$ cat src/rtl/cla_adder_pipe.sv
// cla_adder_pipe: three-stage two-level carry-lookahead adder/subtractor.
// 4-bit groups, 16-bit super-groups; carries ripple only between super-groups.
module cla_adder_pipe #(
    parameter int WIDTH = 32
) (
    input  logic             clk,
    input  logic             rst,
    input  logic             in_valid,
    output logic             in_ready,
    input  logic [WIDTH-1:0] in_a,
    input  logic [WIDTH-1:0] in_b,
    input  logic             in_sub,
    input  logic             in_cin,
    output logic             out_valid,
    input  logic             out_ready,
    output logic [WIDTH-1:0] out_sum,
    output logic             out_cout,
    output logic             out_ovf
);
    localparam int NG = WIDTH / 4;
    localparam int NS = (NG + 3) / 4;

    generate
        if (WIDTH != 4 && WIDTH != 8 && WIDTH != 16 &&
            WIDTH != 32 && WIDTH != 64) begin : g_bad_width
            $error("cla_adder_pipe: WIDTH must be 4, 8, 16, 32 or 64");
        end
    endgenerate

    logic             adv;
    logic             v1;
    logic             v2;
    logic [WIDTH-1:0] bx;
    logic [WIDTH-1:0] p1;
    logic [WIDTH-1:0] g1;
    logic             cin1;
    logic [NG-1:0]    gc_n;
    logic [WIDTH-1:0] p2;
    logic [WIDTH-1:0] g2;
    logic [NG-1:0]    gc2;
    logic [WIDTH-1:0] c_n;
    logic [WIDTH-1:0] sum_n;
    logic             cout_n;

    assign adv      = !out_valid | out_ready;
    assign in_ready = adv & !rst;
    assign bx       = in_b ^ {WIDTH{in_sub}};

    // Lookahead: group P/G, super-group P/G, super-group ripple, group carry-ins
    always_comb begin
        logic [4*NS-1:0] gp;
        logic [4*NS-1:0] gg;
        logic [4*NS-1:0] gcx;
        logic            sgp;
        logic            sgg;
        logic            sc;
        gp  = '1;
        gg  = '0;
        gcx = '0;
        sgp = 1'b0;
        sgg = 1'b0;
        sc  = cin1;
        for (int i = 0; i < NG; i++) begin
            gp[i] = &p1[4*i +: 4];
            gg[i] = g1[4*i+3]
                  | (p1[4*i+3] & g1[4*i+2])
                  | (p1[4*i+3] & p1[4*i+2] & g1[4*i+1])
                  | (p1[4*i+3] & p1[4*i+2] & p1[4*i+1] & g1[4*i]);
        end
        for (int s = 0; s < NS; s++) begin
            gcx[4*s]   = sc;
            gcx[4*s+1] = gg[4*s]
                       | (gp[4*s] & sc);
            gcx[4*s+2] = gg[4*s+1]
                       | (gp[4*s+1] & gg[4*s])
                       | (gp[4*s+1] & gp[4*s] & sc);
            gcx[4*s+3] = gg[4*s+2]
                       | (gp[4*s+2] & gg[4*s+1])
                       | (gp[4*s+2] & gp[4*s+1] & gg[4*s])
                       | (gp[4*s+2] & gp[4*s+1] & gp[4*s] & sc);
            sgp = &gp[4*s +: 4];
            sgg = gg[4*s+3]
                | (gp[4*s+3] & gg[4*s+2])
                | (gp[4*s+3] & gp[4*s+2] & gg[4*s+1])
                | (gp[4*s+3] & gp[4*s+2] & gp[4*s+1] & gg[4*s]);
            sc  = sgg | (sgp & sc);
        end
        gc_n = gcx[NG-1:0];
    end

    // Per-bit carries inside each group from its registered carry-in
    always_comb begin
        logic c0;
        c_n    = '0;
        cout_n = 1'b0;
        c0     = 1'b0;
        for (int i = 0; i < NG; i++) begin
            c0         = gc2[i];
            c_n[4*i]   = c0;
            c_n[4*i+1] = g2[4*i]
                       | (p2[4*i] & c0);
            c_n[4*i+2] = g2[4*i+1]
                       | (p2[4*i+1] & g2[4*i])
                       | (p2[4*i+1] & p2[4*i] & c0);
            c_n[4*i+3] = g2[4*i+2]
                       | (p2[4*i+2] & g2[4*i+1])
                       | (p2[4*i+2] & p2[4*i+1] & g2[4*i])
                       | (p2[4*i+2] & p2[4*i+1] & p2[4*i] & c0);
            cout_n     = g2[4*i+3]
                       | (p2[4*i+3] & g2[4*i+2])
                       | (p2[4*i+3] & p2[4*i+2] & g2[4*i+1])
                       | (p2[4*i+3] & p2[4*i+2] & p2[4*i+1] & g2[4*i])
                       | (p2[4*i+3] & p2[4*i+2] & p2[4*i+1] & p2[4*i] & c0);
        end
        sum_n = p2 ^ c_n;
    end

    // S1: capture operands as propagate/generate and effective carry-in
    always_ff @(posedge clk) begin
        if (rst) begin
            v1   <= 1'b0;
            p1   <= '0;
            g1   <= '0;
            cin1 <= 1'b0;
        end else if (adv) begin
            v1   <= in_valid;
            p1   <= in_a ^ bx;
            g1   <= in_a & bx;
            cin1 <= in_sub | in_cin;
        end
    end

    // S2: register group carry-ins alongside p and g
    always_ff @(posedge clk) begin
        if (rst) begin
            v2  <= 1'b0;
            p2  <= '0;
            g2  <= '0;
            gc2 <= '0;
        end else if (adv) begin
            v2  <= v1;
            p2  <= p1;
            g2  <= g1;
            gc2 <= gc_n;
        end
    end

    // S3: result registers, loaded only by real beats so bubbles keep old data
    always_ff @(posedge clk) begin
        if (rst) begin
            out_valid <= 1'b0;
            out_sum   <= '0;
            out_cout  <= 1'b0;
            out_ovf   <= 1'b0;
        end else if (adv) begin
            out_valid <= v2;
            if (v2) begin
                out_sum  <= sum_n;
                out_cout <= cout_n;
                out_ovf  <= c_n[WIDTH-1] ^ cout_n;
            end
        end
    end

endmodule

$ cat config.mk
export PLATFORM = sky130hd
export DESIGN_NAME = cla_adder_pipe
export DESIGN_NICKNAME = d
export VERILOG_FILES = /design/src/rtl/cla_adder_pipe.sv
export SDC_FILE = /design/constraint.sdc
export NUM_CORES = 1
export LEC_CHECK = 0
export ABC_CLOCK_PERIOD_IN_PS = 2400
export CORE_MARGIN = 1.5
export CORE_UTILIZATION = 40
export CTS_CLUSTER_DIAMETER = 120
export DETAILED_ROUTE_END_ITERATION = 8
export GPL_TIMING_DRIVEN = 0
export SYNTH_ARGS = -nofsm -noshare
export SYNTH_HDL_FRONTEND = slang
export SYNTH_SLANG_ARGS = --single-unit
$ cat constraint.sdc
create_clock -name clk -period 2.4 [get_ports clk]
set_input_delay 0.72 -clock clk [delete_from_list [all_inputs] [get_ports clk]]
set_output_delay 0.72 -clock clk [all_outputs]
set_load 0.05 [all_outputs]
==> metrics.md <==
| Metric | Value |
|---|---|
| Outcome | `finished with violations` |
| Violated checks | `DRC` |
| Clock root buffer | `clkbuf_16` |
| DR vias/cell | `5.16` |
| Nets | `1157` |
| Area of the mapped netlist | `around 7400 µm²` |
| Min-Delay Path Class | `flip-flop to flip-flop` |
| Setup crit start | `out_ovf$_SDFFE_PP0P_` |
| CP Class | `flip-flop to output pin` |
| Place WS | `-1050 ps` |
| Synthesized flop and latch total | `167` |
| Leading cell type in the layout, fill and taps excluded | `nand2_1` |
| Min setup slack post-route | `38.0 ps` |
| CP Launch Type | `flip-flop` |
| DR vias | `6655` |
| Hold path cells | `2` |
| Finished Layout Cells | `1289` |
| Register area share after synthesis | `around 45%` |
| PD cells | `738 nW/µm²` |
| Top cell type's share of synthesized area | `between 40% and 50%` |
| Most frequent cells in the layout | `nand2_1, dfxtp_1, a21oi_1` |
| Core ar. | `about 18000 µm²` |
| CP max-delay cell | `clkdlybuf4s50_1` |
| RSZ-0062 raised after global routing | `no` |
| Worst-path fanout max | `2` |
| Vias in the first global route | `6237` |
| Fin crit share | `98.4%` |
| Final Hold Viols | `0` |
| Die Y | `139 µm` |
| Cells after Synth | `926` |
| Max-Cap Viols | `0` |
| Met2 WL | `about 9500 µm` |
| Share of cells above drive strength 1 | `under 10%` |
| WP data required | `1680 ps` |
| Global Route Usage Sum | `around 22%` |
| Peak Freq | `approximately 420 MHz` |
| Largest net degree at the start of global routing | `20` |
| Met1 Wirelength | `~10000 µm` |
| Worst-Skew Late Latency | `430 ps` |
| Post-route minimum period | `about 2400 ps` |
| Clock skew | `6.55 ps` |
| Standard-cell rows | `49` |
| Post-DP HPWL | `~15000 µm` |
| CP delay by family, top | `buffers and inverters` |
| Placed Instances | `1258` |
| Initial antenna violation count | `0` |
| # setup viols final | `0` |
| Top_reg_cell synth | `dfxtp_1` |
| Normalized max-slew margin | `47.3%` |
| Drt first pass iters | `9` |
| Hold_buf cts | `0` |
| IO Count | `106` |
| Slew Viols, Final | `0` |
| Top cells by area, synth | `dfxtp_1, nand2_1, a21oi_1, ha_1, xor2_1` |
| CP arrival | `1640 ps` |
| R2R depth | `7` |
| Crit path buf inv count | `1` |
| CP Cell Sequence | `clkdlybuf4s50_1` |
| Highest ir drop seen on vdd | `0.000464 V` |
| Worst slew pin tran | `791 ps` |
| P&R area growth vs syn | `26.8%` |
| TritonCTS clock tree | `done` |
| Clock Sinks | `approximately 170` |
| DRC viols | `14` |
| Max H-tree Level | `4` |
| Total die area | `19300 µm²` |
| Critical Path End Type | `output pin` |
| GP Congestion | `0.853` |
| Leakage power total | `between 3 and 4 nW` |
| FF-to-FF Start | `out_valid$_SDFFE_PP0N_` |
| Unique masters post-synth | `38` |
| Synth Net Count | `1036` |
| Drt first-iter violations | `410` |
| Total congestion overflow | `0` |
| WL met3 | `1220 µm` |
| Syn avg cell area | `between 7 and 8 µm²` |
| Port Buffer Count | `approximately 100` |
| Post-synth top area cell | `dfxtp_1` |
| Synth warn | `0` |
| Hold_sp | `g2[14]$_SDFFE_PP0N_` |
| Post-route ant nets | `0` |
| Highest Signal Layer | `met4` |
| Initial cell density of the core | `40.9%` |
| Total CTS buffers | `17` |
| EDFF count, synth | `0` |
| CP max stage delay | `830 ps` |
| WHS | `448 ps` |
| Width of the chip | `139 µm` |
| Crit path depth | `1` |
| Layout fillers | `1762` |
| First-pass GRT wire length | `33600 µm` |
| Drt wl/cell | `between 15 and 20 µm` |
| Clk pin slew, worst setup/hold paths | `around 60 ps` |
| Ys async rst share | `0%` |
| Max clock buf depth | `2` |
| Total Wirelength | `21300 µm` |
-- cell type report --
type	instances	area, µm²	share of cell area (%)
Tap cell	229	287	3.05
Inverter	8	30.0	0.320
Sequential cell	167	3340	35.6
Clock buffer	23	488	5.19
Multi-Input combinational cell	688	3740	39.9
Timing Repair Buffer	104	1040	11.1
Buffer	61	290	3.09
Antenna cell	1	2.50	0.0266
Clock inverter	8	168	1.78
-- per-stage QoR --
step / cell area [µm²] / util, % / power (mW) / setup TNS [ps]
2_1_floorplan: 7410 / - / 3.61 / 0
3_3_place_gp: 8730 / 48.2 / 3.95 / -1500
3_5_place_dp: 8730 / 48.2 / 3.95 / -1640
4_1_cts: 9390 / 51.9 / 6.96 / 0
5_1_grt: 9390 / 51.9 / 7.19 / 0
6_report: 9390 / 51.9 / 6.93 / 0
-- worst paths after layout --
kind                            slack (ps)             endpoint
worst max-delay path                    40              out_ovf
worst min-delay path                   450  g2[14]$_SDFFE_PP0N_
worst max register to register         670  g2[18]$_SDFFE_PP0N_
worst min register to register         450  g2[14]$_SDFFE_PP0N_
-- kinds of logic after synthesis --
group	after synthesis	synth area share [%]
adder cells (fa/ha/maj)	40	6.76
multiplexers	1	0.135
AO/OA/AOI/OAI	213	16.6
XOR/XNOR	48	5.68
AND/OR/NAND/NOR	386	21.3
flip-flops	167	45.1
buffers and inverters	71	4.34
-- Yosys cell counts (13+ instances only) --
cell,count
a21o_1,13
dfxtp_1,167
clkbuf_1,27
xnor2_1,16
buf_2,32
xor2_1,32
nor3_1,13
nand3b_1,14
ha_1,40
nand2_1,307
a21oi_1,164
nor2_1,29
-- routing by layer --
| metal | vias to the layer above | global-route usage (%) |
|---|---|---|
| met5 | - | 0 |
| met4 | 0 | 7.05 |
| met3 | 24 | 4.49 |
| met2 | 198 | 35.2 |
| met1 | 3110 | 31.1 |
| li1 | 3323 | - |
-- repair_timing --
item	in CTS	in global routing
setup endpoints to repair	1	1
buffers inserted	1	0
gates resized for setup	9	1
-- report_power, final --
part           switching (mW)  total (mW)  internal (mW)  leakage [nW]
Combinational           0.450       0.813          0.363          2.03
Sequential              0.143        3.09           2.94          1.37
Clock                    1.09        3.04           1.95         0.319
Total                    1.68        6.93           5.25          3.71
-- sequential cells by signal, indices dropped and copies added, names as in the netlist, 8 cells and up --
name and cells:
out_sum 32, g1 32, p2 32, p1 32
g2 25, gc2 8
-- worst register-to-register path: stages (launching register included) --
cell     delay (ps)
dfxtp_1         380
nor2b_1         180
buf_6           130
buf_4           240
buf_4           200
buf_2           280
nand2_1         100
a21oi_1         140
(Power assumes the default switching activity.)
